### src/rtl/control_flow_sequencer.sv
// Issue-stage controller for j/bne/jal/jr/blt/bex/setx: decodes, waits on the ALU
// compare for branches, then emits a registered PC redirect / link write and a flush window.
module control_flow_sequencer #(
    parameter int ADDR_W       = 12,
    parameter int FLUSH_CYCLES = 2,
    parameter int CMP_TIMEOUT  = 8
) (
    input  logic              clock,
    input  logic              reset,
    input  logic              instr_valid,
    output logic              instr_ready,
    input  logic [4:0]        opcode,
    input  logic [ADDR_W-1:0] pc,
    input  logic [26:0]       target,
    input  logic [16:0]       imm,
    input  logic [31:0]       rd_val,
    input  logic [31:0]       rstatus,
    output logic              cmp_req,
    input  logic              cmp_valid,
    input  logic              cmp_ne,
    input  logic              cmp_lt,
    output logic              pc_redirect,
    output logic [ADDR_W-1:0] pc_target,
    output logic              flush,
    output logic              link_we,
    output logic [4:0]        link_addr,
    output logic [31:0]       link_data,
    output logic              cmp_timeout
);

    localparam logic [4:0] OP_J    = 5'b00001;
    localparam logic [4:0] OP_BNE  = 5'b00010;
    localparam logic [4:0] OP_JAL  = 5'b00011;
    localparam logic [4:0] OP_JR   = 5'b00100;
    localparam logic [4:0] OP_BLT  = 5'b00110;
    localparam logic [4:0] OP_SETX = 5'b10101;
    localparam logic [4:0] OP_BEX  = 5'b10110;

    localparam int CNT_MAX = (CMP_TIMEOUT > FLUSH_CYCLES) ? CMP_TIMEOUT : FLUSH_CYCLES;
    localparam int CNT_W   = $clog2(CNT_MAX + 1);

    typedef enum logic [1:0] {
        ST_IDLE     = 2'd0,
        ST_WAIT_CMP = 2'd1,
        ST_EXEC     = 2'd2,
        ST_FLUSH    = 2'd3
    } state_t;

    state_t              state_r, state_s;
    logic [CNT_W-1:0]    cnt_r, cnt_s;
    logic                is_blt_r, is_blt_s;
    logic [ADDR_W-1:0]   pc_r, pc_cap_s;
    logic [16:0]         imm_r, imm_cap_s;
    logic                ready_r;
    logic                cmp_req_r;
    logic                flush_r;
    logic                redirect_r, redirect_s;
    logic [ADDR_W-1:0]   target_r, target_s;
    logic                link_we_r, link_we_s;
    logic [4:0]          link_addr_r, link_addr_s;
    logic [31:0]         link_data_r, link_data_s;
    logic                timeout_s;
    logic                accept_s;
    logic                taken_s;
    logic [31:0]         imm_ext_s;
    logic [ADDR_W-1:0]   br_target_s;
    logic [ADDR_W-1:0]   pc_p1_s;
    logic                unused_s;

    assign accept_s    = instr_valid & ready_r;
    assign imm_ext_s   = {{15{imm_r[16]}}, imm_r};
    // Branch target wraps modulo 2^ADDR_W, so only the low bits of sext(imm) matter.
    assign br_target_s = pc_r + ADDR_W'(1) + imm_ext_s[ADDR_W-1:0];
    assign pc_p1_s     = pc + ADDR_W'(1);
    assign taken_s     = is_blt_r ? cmp_lt : cmp_ne;
    assign unused_s    = &{1'b0, rd_val[31:ADDR_W], imm_ext_s[31:ADDR_W]};

    // Next-state, counter and next-output decode
    always_comb begin
        state_s     = state_r;
        cnt_s       = cnt_r;
        is_blt_s    = is_blt_r;
        pc_cap_s    = pc_r;
        imm_cap_s   = imm_r;
        redirect_s  = 1'b0;
        target_s    = target_r;
        link_we_s   = 1'b0;
        link_addr_s = link_addr_r;
        link_data_s = link_data_r;
        timeout_s   = 1'b0;
        case (state_r)
            ST_IDLE: begin
                if (accept_s) begin
                    pc_cap_s  = pc;
                    imm_cap_s = imm;
                    is_blt_s  = (opcode == OP_BLT);
                    cnt_s     = '0;
                    case (opcode)
                        OP_BNE, OP_BLT: begin
                            state_s = ST_WAIT_CMP;
                        end
                        OP_J: begin
                            state_s    = ST_EXEC;
                            redirect_s = 1'b1;
                            target_s   = target[ADDR_W-1:0];
                        end
                        OP_JAL: begin
                            state_s     = ST_EXEC;
                            redirect_s  = 1'b1;
                            target_s    = target[ADDR_W-1:0];
                            link_we_s   = 1'b1;
                            link_addr_s = 5'd31;
                            link_data_s = {{(32-ADDR_W){1'b0}}, pc_p1_s};
                        end
                        OP_JR: begin
                            state_s    = ST_EXEC;
                            redirect_s = 1'b1;
                            target_s   = rd_val[ADDR_W-1:0];
                        end
                        OP_BEX: begin
                            state_s = ST_EXEC;
                            if (rstatus != 32'd0) begin
                                redirect_s = 1'b1;
                                target_s   = target[ADDR_W-1:0];
                            end else begin
                                redirect_s = 1'b0;
                            end
                        end
                        OP_SETX: begin
                            state_s     = ST_EXEC;
                            link_we_s   = 1'b1;
                            link_addr_s = 5'd30;
                            link_data_s = {5'b00000, target};
                        end
                        default: begin
                            state_s = ST_IDLE;
                        end
                    endcase
                end else begin
                    state_s = ST_IDLE;
                end
            end
            ST_WAIT_CMP: begin
                if (cmp_valid) begin
                    state_s = ST_EXEC;
                    if (taken_s) begin
                        redirect_s = 1'b1;
                        target_s   = br_target_s;
                    end else begin
                        redirect_s = 1'b0;
                    end
                end else if (cnt_r == CNT_W'(CMP_TIMEOUT - 1)) begin
                    timeout_s = 1'b1;
                    state_s   = ST_IDLE;
                end else begin
                    cnt_s = cnt_r + CNT_W'(1);
                end
            end
            ST_EXEC: begin
                if (redirect_r && (FLUSH_CYCLES > 0)) begin
                    state_s = ST_FLUSH;
                    cnt_s   = '0;
                end else begin
                    state_s = ST_IDLE;
                end
            end
            ST_FLUSH: begin
                if (cnt_r == CNT_W'(FLUSH_CYCLES - 1)) begin
                    state_s = ST_IDLE;
                end else begin
                    cnt_s = cnt_r + CNT_W'(1);
                end
            end
            default: begin
                state_s = ST_IDLE;
            end
        endcase
    end

    // State, captured operands and registered outputs
    always_ff @(posedge clock or negedge reset) begin
        if (!reset) begin
            state_r     <= ST_IDLE;
            cnt_r       <= '0;
            is_blt_r    <= 1'b0;
            pc_r        <= '0;
            imm_r       <= 17'd0;
            ready_r     <= 1'b0;
            cmp_req_r   <= 1'b0;
            flush_r     <= 1'b0;
            redirect_r  <= 1'b0;
            target_r    <= '0;
            link_we_r   <= 1'b0;
            link_addr_r <= 5'd0;
            link_data_r <= 32'd0;
        end else begin
            state_r     <= state_s;
            cnt_r       <= cnt_s;
            is_blt_r    <= is_blt_s;
            pc_r        <= pc_cap_s;
            imm_r       <= imm_cap_s;
            ready_r     <= (state_s == ST_IDLE);
            cmp_req_r   <= (state_s == ST_WAIT_CMP);
            flush_r     <= (state_s == ST_FLUSH);
            redirect_r  <= redirect_s;
            target_r    <= target_s;
            link_we_r   <= link_we_s;
            link_addr_r <= link_addr_s;
            link_data_r <= link_data_s;
        end
    end

    // Timeout must flag the same cycle cmp_valid fails to show, so it is decoded from state.
    assign cmp_timeout = timeout_s;
    assign instr_ready = ready_r;
    assign cmp_req     = cmp_req_r;
    assign flush       = flush_r;
    assign pc_redirect = redirect_r;
    assign pc_target   = target_r;
    assign link_we     = link_we_r;
    assign link_addr   = link_addr_r;
    assign link_data   = link_data_r;

endmodule
### config.mk
export PLATFORM = sky130hd
export DESIGN_NAME = control_flow_sequencer
export DESIGN_NICKNAME = d
export VERILOG_FILES = /design/src/rtl/control_flow_sequencer.sv
export SDC_FILE = /design/constraint.sdc
export NUM_CORES = 1
export LEC_CHECK = 0
export ABC_CLOCK_PERIOD_IN_PS = 3970
export CELL_PAD_IN_SITES_DETAIL_PLACEMENT = 0
export CELL_PAD_IN_SITES_GLOBAL_PLACEMENT = 1
export CORE_ASPECT_RATIO = 1.2
export CORE_UTILIZATION = 33
export CTS_CLUSTER_SIZE = 24
export DETAILED_ROUTE_END_ITERATION = 8
export PLACE_DENSITY_LB_ADDON = 0.05
export SLEW_MARGIN = 20
export SYNTH_ARGS = -nofsm -noshare
export SYNTH_HDL_FRONTEND = slang
export SYNTH_SLANG_ARGS = --single-unit
### constraint.sdc
create_clock -name clock -period 3.97 [get_ports clock]
set_clock_uncertainty 0.15 [all_clocks]
set_input_delay 0.9925 -clock clock [delete_from_list [all_inputs] [get_ports clock]]
set_output_delay 0.9925 -clock clock [all_outputs]
set_load 0.05 [all_outputs]
== Word level (Yosys, flattened, before mapping) ==
Cells that the tools add are included.
W data, S select, Z words.
Word-level totals
  input bits: 131
  register bits after elaboration: 85
  output and inout bits: 55
  word-level logic and storage cells: 89
Operators by class
  multiplexer cells: 34
  reduce and logical (&&, ||, !) cells: 14
  bitwise logic cells: 1
  equality and inequality tests: 23
  add/sub/neg operators: 4
Operators by type and width (number)
  $pmux W32 S2: 1
  $mux W12: 4
  $pmux W12 S3: 1
  $reduce_bool A32 Y1: 1
  $add A12 B1 Y12 const B: 2
  $pmux W12 S2: 1
  $mux W4: 5
  $pmux W4 S4: 1
  $ne A2 B2 Y1 const B: 7
  $add A12 B12 Y12: 1
  $mux W1: 11
  $eq A5 B2 Y1 const B: 2
  $eq A5 B3 Y1 const B: 2
  $eq A5 B5 Y1 const B: 2
  $mux W2: 5
  $pmux W5 S2: 1
  $pmux W2 S4: 1
  $eq A2 B2 Y1 const B: 3
  $reduce_and A6 Y1: 1
  $reduce_or A2 Y1: 3
  $eq A5 B1 Y1 const B: 1
  $reduce_and A5 Y1: 1
  $reduce_or A5 Y1: 1
  $add A4 B1 Y4 const B: 1
  other kinds (13): 17

== Longest topological paths before layout ==
Gate-level depths: netlist of the first run.
  depth in word-level cells: 6
  mapped depth: 10
  mapped depth without buffers: 10

== Worst setup path after synthesis of the first run ==
Ideal clock, no wire load.
  path type: in2out
  start: input port cmp_valid
  end: output port cmp_timeout
  arrival time: 2089 ps
  stages: 1
  buffers on the path: 0
  path slack: 738 ps
  data required time: 2828 ps
  path through: nor3_1
Between the ends
  cells in the longest elaborated chain, start to end: 2
RTL lines
  start: declaration: line 19  | input logic cmp_valid,
  $mux W1: line 144  | if (cmp_valid) begin
  $mux W1: line 91  | case (state_r)
  end: declaration: line 28  | output logic cmp_timeout
Every way passes these cells.

== Worst setup path in the final report of the first run ==
Ends and elaborated chain as after synthesis.

==> run metrics, run 1 <==
fin util 0.498; Mean Syn Cell Area between 9 and 10 µm²; Slowest-stage cell, CP clkdlybuf4s50_1; first-pass GRT wire length 20400 µm; Comb power frac 0.461; PortBufs 155; CTS H-Tree Depth 3; fraction of power consumed by the clock network 0.252; post-route ant nets 0; XOR/XNOR share of the synthesized area 0.0412; hold path startpoint link_data[9]; CP cell instances clkdlybuf4s50_1 -> nor3_1 -> buf_4; Final Max Tran Viols 0; final setup TNS 0 ps; Fin. Hold Viols 0; simple-gate portion of the synthesized area 0.198; area grow syn2layout 47.6%; grt total ovfl 0; WHS Path Cells 1; top cells by area, synth dfrtp_1 45%, nand2_1 8.6%, ha_1 4.1%, a22o_1 3.5%, mux2i_1 2.8%; CP peak stage delay 490 ps; CTS resizes 0; clock slew at reported path FFs roughly 60 ps; CTS max path bufs 2; fin crit period 3080 ps; CTS Sinks between 70 and 80; compound-gate portion of the synthesized area 0.152; via count 3737; initial antenna violation count 0; Die Y 126 µm; period utilization 0.777; Ports about 190; vias per cell 4.87; post-DR wirelength/cell 16.9 µm; Register-to-Register Setup Slack 1250 ps; TritonRoute pass-1 iters 4; Hold Path Sink link_data[9]; Core ar. 0.0126 mm²; Int Power roughly 0.0024 W; synthesized area 0.00425 mm²; Power Density approximately 640 mW/mm²; gpl congestion 0.821; CTS tree built; DR iter-0 viols between 150 and 200; n_diodes 0; NetSw 0.00161 W; CP Launch Point cmp_valid; Flop pwr share 0.287; Initial Utilization 0.337; Placed Area 0.00591 mm²; vias in the first global route 3772; post-synth top area share 0.453; DRT Wirelength 12900 µm; nature of the critical path startpoint input pin; FF+latch count, synth 77; post-synthesis cell count roughly 450; worst min-delay path category reg -> reg; CTS hold repair buffers 0; Worst Path Max Fanout 5; placed cell count approximately 750; largest net degree at the start of global routing 78; R2R cell count 10; count of different cell masters after synthesis 58; largest area contributor in the netlist dfrtp_1; Total GRT Usage 0.202; VDD IR max 0.000279 V; Main synth FF type dfrtp_1; share of layout cells above drive strength 1 0.0680; FP Rows 45; clk_lat worst skew 340 ps; Clock Root Buffer clkbuf_16; synth warn 0; Crit. End Element primary output; die width 106 µm; arrival time worst endpoint approximately 1900 ps; Tot Pwr about 0.0040 W; mux cell area share after synthesis 0.0547; status finished clean; post-synthesis sequential area ratio 0.453; Die ar. 0.0134 mm²; total CTS buffers 9; final setup fails 0; Post-Synth Adder-Cell Area 0.0459; Post-synth ARST share 1.00; LEAKAGE 2.85 nW; Req. time, crit path around 2800 ps; Final Net Count 745; Slew headroom 0.508; r2r endpoint pc_target[8]; critical path class in -> out; DP Wirelength roughly 9900 µm; number of remaining DRC errors 0; switching share of power 0.399; reg-to-reg startpoint pc_r[0]; Post-synth EDFFs 0; finished layout cell area 0.00628 mm²; Max Freq 324 MHz; largest family of logic cells by synthesized area simple AND/OR/NAND/NOR gates; final cell count without fillers 767; RSZ-0062 raised after global routing false; Slew @ Worst Pin about 740 ps; max-cap viol count 0; total setup buffers inserted after CTS 0
## per-stage QoR
step / worst slack (ps) / hold WS [ps]
after floorplan: 738 / 300
after global placement: 551 / 313
after detailed placement: 550 / 316
after CTS: 902 / 330
after global routing: 801 / 360
final: 886 / 324
## cells by family (layout without fill, tap and decap cells)
family                   count (synthesis)  in the layout
adder cells (fa/ha/maj)                 15             15
AND/OR/NAND/NOR                        179            179
flip-flops                              77             77
other                                    1              5
XOR/XNOR                                20             20
multiplexers                            20             20
AO/OA/AOI/OAI                           93             93
buffers and inverters                   46            194
## worst max-delay path by stage
stage	endpoint	slack [ps]
final	cmp_timeout	890
after floorplan	cmp_timeout	740
after CTS	cmp_timeout	900
after global routing	cmp_timeout	800
after global placement	pc_target[1]	550
after detailed placement	pc_target[1]	550
## flip-flops by register name, indices dropped and copies added, names as in the netlist
register / flops
link_data: 27
imm_r: 12
pc_r: 12
pc_target: 12
cnt_r: 4
link_addr: 2
state_r: 2
cmp_req: 1
flush: 1
instr_ready: 1
is_blt_r: 1
link_we: 1
pc_redirect: 1
## power by group through the flow
stage,Clock (W),Sequential [W],Combinational (W)
detailed placement,0,0.00118,0.00186
global route,0.00107,0.00119,0.00200
global placement,0,0.00117,0.00185
finish,0.00101,0.00116,0.00186
floorplan,0,0.00166,0.000748
CTS,0.00104,0.00116,0.00187
## Yosys cell counts (4+ instances only)
master    number
ha_1          14
buf_4         10
and3_1         5
nand4_1        4
a21oi_1       13
nand3_1        8
inv_1         17
nand2_1       98
xor2_1         7
nor2_1        28
a21o_1         6
xnor2_1       13
clkbuf_1      10
mux2i_1       12
buf_2          5
nor4_1         8
a22o_1        17
o211ai_1       6
nor3_1         4
o21ai_0       11
o21ai_1       19
dfrtp_1       77
nand2b_1       5
## routing by layer
layer  wire, µm  global-route usage  part of all wire  up-vias
li1           -                   -                 -     1853
met4        129              0.0572             0.010        0
met3        682              0.0473             0.053        8
met1       5760               0.258              0.45     1761
met2       6370               0.343              0.49      115
met5          0                   0                 0        -
## cell usage in the layout, fill, tap and decap left out, drive strengths merged, types with 5 or more instances in the layout
cell type	netlist	layout
buf	18	8
nand2	98	98
clkbuf	10	11
a21oi	13	13
mux2i	12	12
a21o	6	6
o211ai	6	6
o21ai	30	30
and3	6	6
a22o	17	17
xnor2	13	13
inv	18	18
conb	1	5
nor3	5	5
dfrtp	77	77
nor2	29	29
nand3	8	8
clkdlybuf4s50	0	153
mux2	7	7
ha	14	14
xor2	7	7
nor4	9	9
nand2b	6	6
## area by class of cell
| cell class | instances | area [µm²] |
|---|---|---|
| inverters | 18 | 67.6 |
| clock inverters | 4 | 120 |
| fillers | 1242 | 6330 |
| repair buffers | 161 | 1600 |
| clock buffers | 11 | 243 |
| multi-input cells | 332 | 2120 |
| well taps | 164 | 205 |
| flip-flops and latches | 77 | 1930 |
## worst max-delay path: cells and delay by family
kind                   cells  cell delay, ps
buffers and inverters      2             730
AND/OR/NAND/NOR            1             220
Power figures use the tool's default switching activity.
==> run 2: changes to the inputs <==
Settings changed: ABC_CLOCK_PERIOD_IN_PS 3970 to 2950, CORE_UTILIZATION 33 to 31.
Clock period 3.97 ns to 2.95 ns, I/O delays scaled along.
==> run metrics, run 2 (same netlist as run 1, synthesis figures left out) <==
Register-to-Register Setup Slack 360 ps; Final Net Count 754; Slew @ Worst Pin 1070 ps; vias per cell 4.83; fin util 0.477; CTS max path bufs 2; worst min-delay path category in -> async; Final Max Tran Viols 0; vias in the first global route 3815; area grow syn2layout 49.1%; TritonRoute pass-1 iters 4; DP Wirelength around 9900 µm; arrival time worst endpoint 1800 ps; CTS hold repair buffers 0; Total GRT Usage 0.189; die width about 110 µm; via count 3772; gpl congestion 0.769; status finished clean; CTS H-Tree Depth 3; Die Y between 100 and 150 µm; Fin. Hold Viols 0; clock slew at reported path FFs roughly 60 ps; RSZ-0062 raised after global routing false; Die ar. about 0.014 mm²; number of remaining DRC errors 0; CTS tree built; commonest cells after routing, fill and taps aside 153 x clkdlybuf4s50_1, 98 x nand2_1, 77 x dfrtp_1; number of fill cells in the layout 1306; critical path class in -> out; total CTS buffers 9; final cell count without fillers about 780; DRT Wirelength 13000 µm; total setup buffers inserted after CTS 0; Slew headroom 0.282; CTS Sinks a little under 80; final hold slack 222 ps; r2r endpoint pc_target[8]; FP Rows 46; grt total ovfl 0; largest net degree at the start of global routing 42; nature of the critical path startpoint input pin; CTS resizes 0; placed cell count 765; Req. time, crit path roughly 2100 ps; CP cell instances clkdlybuf4s50_1 -> nor3_1 -> buf_12; reg-to-reg startpoint imm_r[0]; R2R cell count 10; post-DR wirelength/cell 16.6 µm; VDD IR max 0.000384 V; first-pass GRT wire length about 20000 µm; PortBufs between 150 and 200; Max Freq 373 MHz; DR iter-0 viols approximately 100; Clock Root Buffer clkbuf_16; Power Density 829 mW/mm²; commonest non-fill, non-tap cell in the layout clkdlybuf4s50_1; max-cap viol count 0; Slowest-stage cell, CP clkdlybuf4s50_1; Ports roughly 190; final setup fails 0; LEAKAGE 2.88 nW; n_diodes 0; Crit. End Element primary output; clk_lat worst skew 340 ps; share of layout cells above drive strength 1 0.0865; fin crit period 2680 ps; Core ar. 0.0133 mm²; period utilization 0.909; area of the multi-input gates ~0.0021 mm²; initial antenna violation count 0; post-route ant nets 0; CP peak stage delay 490 ps; Initial Utilization 0.320; Worst Path Max Fanout 5; max FFs per register 27; Sequential cell area 0.00193 mm²
[run 2: changes by cell type in the layout (fill, tap and decap cells not counted)]
cell and delta:
bufinv_16 -3, clkbuf_1 -1, buf_4 +7, clkinv_4 +2, inv_6 +1, a221oi_2 +1, a221oi_1 -1, buf_6 -1
clkinvlp_4 +2, o21ai_2 -1, o21ai_4 +1, buf_12 +3
[run 2: worst max-delay path by stage]
stage | slack (ps) | endpoint | start | depth (start not counted)
floorplan | 150 | cmp_timeout | state_r[0] | 4
global placement | -60 | link_data[9] | opcode[2] | 6
detailed placement | -50 | link_data[9] | opcode[2] | 6
CTS | 250 | pc_target[8] | imm_r[0] | 10
global route | 150 | link_data[7] | opcode[2] | 6
finish | 270 | cmp_timeout | cmp_valid | 3
[run 2: layer usage]
metal	track usage	up-vias	routed length [µm]
met5	0	-	0
met4	0.0676	0	232
met3	0.0355	18	771
met2	0.330	125	6540
met1	0.231	1761	5410
li1	-	1868	-
[run 2: stage by stage]
stage	setup WS, ps	cell area [µm²]	setup TNS, ps	total power (W)
after detailed placement	-50.1	6030	-92.0	0.00413
after global placement	-56.5	6030	-118	0.00410
final	267	6340	0	0.00526
after floorplan	148	4270	0	0.00323
after global routing	145	6340	0	0.00558
after CTS	250	6340	0	0.00531
[run 2: final cells by class]
type	count	area share
clock buffer	10	0.0377
clock inverter	6	0.0112
inverter	18	0.0106
multi-input combinational	332	0.336
sequential	77	0.304
tap	168	0.0331
timing repair buffer	170	0.267
[run 2: power breakdown]
| group | internal (W) | switching [W] | leakage (nW) |
|---|---|---|---|
| Sequential | 0.00136 | 0.000181 | 0.973 |
| Clock | 0.000685 | 0.000474 | 0.145 |
| Combinational | 0.000984 | 0.00158 | 1.76 |
[run 2: critical path, delay by kind of cell]
| kind | cells | cell delay (ps) |
|---|---|---|
| AND/OR/NAND/NOR | 1 | 380 |
| buffers and inverters | 2 | 680 |
==> run 3: changes to the inputs <==
Settings changed: CORE_UTILIZATION 31 to 46, DONT_BUFFER_PORTS set to 1, SKIP_LAST_GASP set to 1.
==> run metrics, run 3 (same netlist as run 1, synthesis figures left out) <==
RSZ-0062 raised after global routing false; Final Max Tran Viols 0; n_diodes 0; reg-to-reg startpoint pc_r[0]; critical path class reg -> reg; FP Rows 38; Total GRT Usage 0.222; fin crit period around 2700 ps; first-pass GRT wire length about 16000 µm; Crit. End Element register; clock slew at reported path FFs 80 ps; Register-to-Register Setup Slack 270 ps; Fin. Hold Viols 0; Slew @ Worst Pin 987 ps; Ports 186; Worst Path Max Fanout 3; TritonRoute pass-1 iters 4; Die ar. 0.00964 mm²; post-DR wirelength/cell ~18 µm; CP peak stage delay 390 ps; nature of the critical path startpoint register; Crit path max-delay family compound AO/OA/AOI/OAI gates; clk_lat worst skew ~360 ps; Clock Root Buffer clkbuf_8; DP Wirelength 7750 µm; initial antenna violation count 0; via count around 3.2k; total setup buffers inserted after CTS 0; CTS max path bufs 2; DR iter-0 viols 69; CTS tree built; Max Freq 374 MHz; CP cell instances inv_1 -> ha_1 -> inv_1 -> fa_1 -> a21o_1 -> a221oi_1 -> o21bai_1 -> a21o_1 -> xnor2_1 -> a221oi_2; status finished clean; largest net degree at the start of global routing slightly below 80; Slew headroom 0.339; share of layout cells above drive strength 1 0.0993; total CTS buffers 9; R2R cell count 10; Slowest-stage cell, CP fa_1; number of fill cells in the layout ~870; vias in the first global route 3068; area grow syn2layout 7.71%; number of remaining DRC errors 0; final hold slack 130 ps; max-cap viol count 0; DRT Wirelength 10300 µm; CTS H-Tree Depth 3; PortBufs 0; worst min-delay path category in -> async; CTS Sinks 77; gpl congestion 0.795; LEAKAGE 2.21 nW; final setup TNS 0 ps; Final Net Count just under 600; Req. time, crit path 3060 ps; Power Density 945 mW/mm²; die width between 80 and 90 µm; fin util 0.507; VDD IR max 0.000515 V; Die Y 107 µm; final setup fails 0; CTS resizes 0; Initial Utilization 0.471; r2r endpoint pc_target[8]; commonest cells after routing, fill and taps aside 98 x nand2_1, 76 x dfrtp_1, 28 x nor2_1; arrival time worst endpoint 2790 ps; grt total ovfl 0; Sequential cell area 0.00193 mm²; area of the multi-input gates 0.00213 mm²; Core ar. 0.00903 mm²; post-route ant nets 0; commonest non-fill, non-tap cell in the layout nand2_1; period utilization 0.907; WP buf/inv 2; CTS hold repair buffers 1; vias per cell 5.51; max FFs per register 27
## run 3: cell type report
cell class,instances,share of cell area
clock buffer,11,0.0309
multi-input combinational,332,0.464
timing repair buffer,10,0.0235
sequential,77,0.421
inverter,18,0.0147
tap,120,0.0328
clock inverter,5,0.0131
## run 3: worst register-to-register path: stages (launching register included)
cell	delay, ps
dfrtp_1	360
inv_1	60
ha_1	160
inv_1	60
fa_1	390
a21o_1	200
a221oi_1	380
o21bai_1	170
a21o_1	210
xnor2_1	140
a221oi_2	290
## run 3: metrics by stage
| step | area, µm² | setup slack [ps] | total power [W] | cells |
|---|---|---|---|---|
| 3_5_place_dp | 4350 | 294 | 0.00352 | 556 |
| 5_1_grt | 4580 | 136 | 0.00459 | 573 |
| 2_1_floorplan | 4270 | 148 | 0.00323 | 455 |
| 6_report | 4580 | 273 | 0.00433 | 573 |
| 3_3_place_gp | 4350 | 323 | 0.00349 | 556 |
| 4_1_cts | 4580 | 277 | 0.00437 | 573 |
## run 3: metal layers
| metal | track usage | wire length, µm | part of all wire | vias up |
|---|---|---|---|---|
| li1 | - | - | - | 1551 |
| met1 | 0.267 | 4340 | 0.42 | 1503 |
| met2 | 0.382 | 5220 | 0.50 | 88 |
| met3 | 0.0593 | 634 | 0.061 | 14 |
| met4 | 0.0831 | 150 | 0.015 | 0 |
| met5 | 0 | 0 | 0 | - |
## run 3: power breakdown
| part | leakage (nW) | total [W] | switching (W) | internal, W |
|---|---|---|---|---|
| combinational | 1.14 | 0.00126 | 0.000726 | 0.000530 |
| sequential | 0.972 | 0.00226 | 0.000909 | 0.00135 |
| clock | 0.0995 | 0.000819 | 0.000403 | 0.000416 |
## run 3: worst max path at each step
stage | slack (ps) | end | startpoint | depth (start not counted)
after global routing | 140 | pc_target[8] | pc_r[0] | 10
after floorplan | 150 | cmp_timeout | state_r[0] | 4
after detailed placement | 290 | pc_target[8] | pc_r[0] | 10
after CTS | 280 | pc_target[8] | pc_r[0] | 10
after global placement | 320 | pc_target[8] | pc_r[0] | 10
final | 270 | pc_target[8] | pc_r[0] | 10
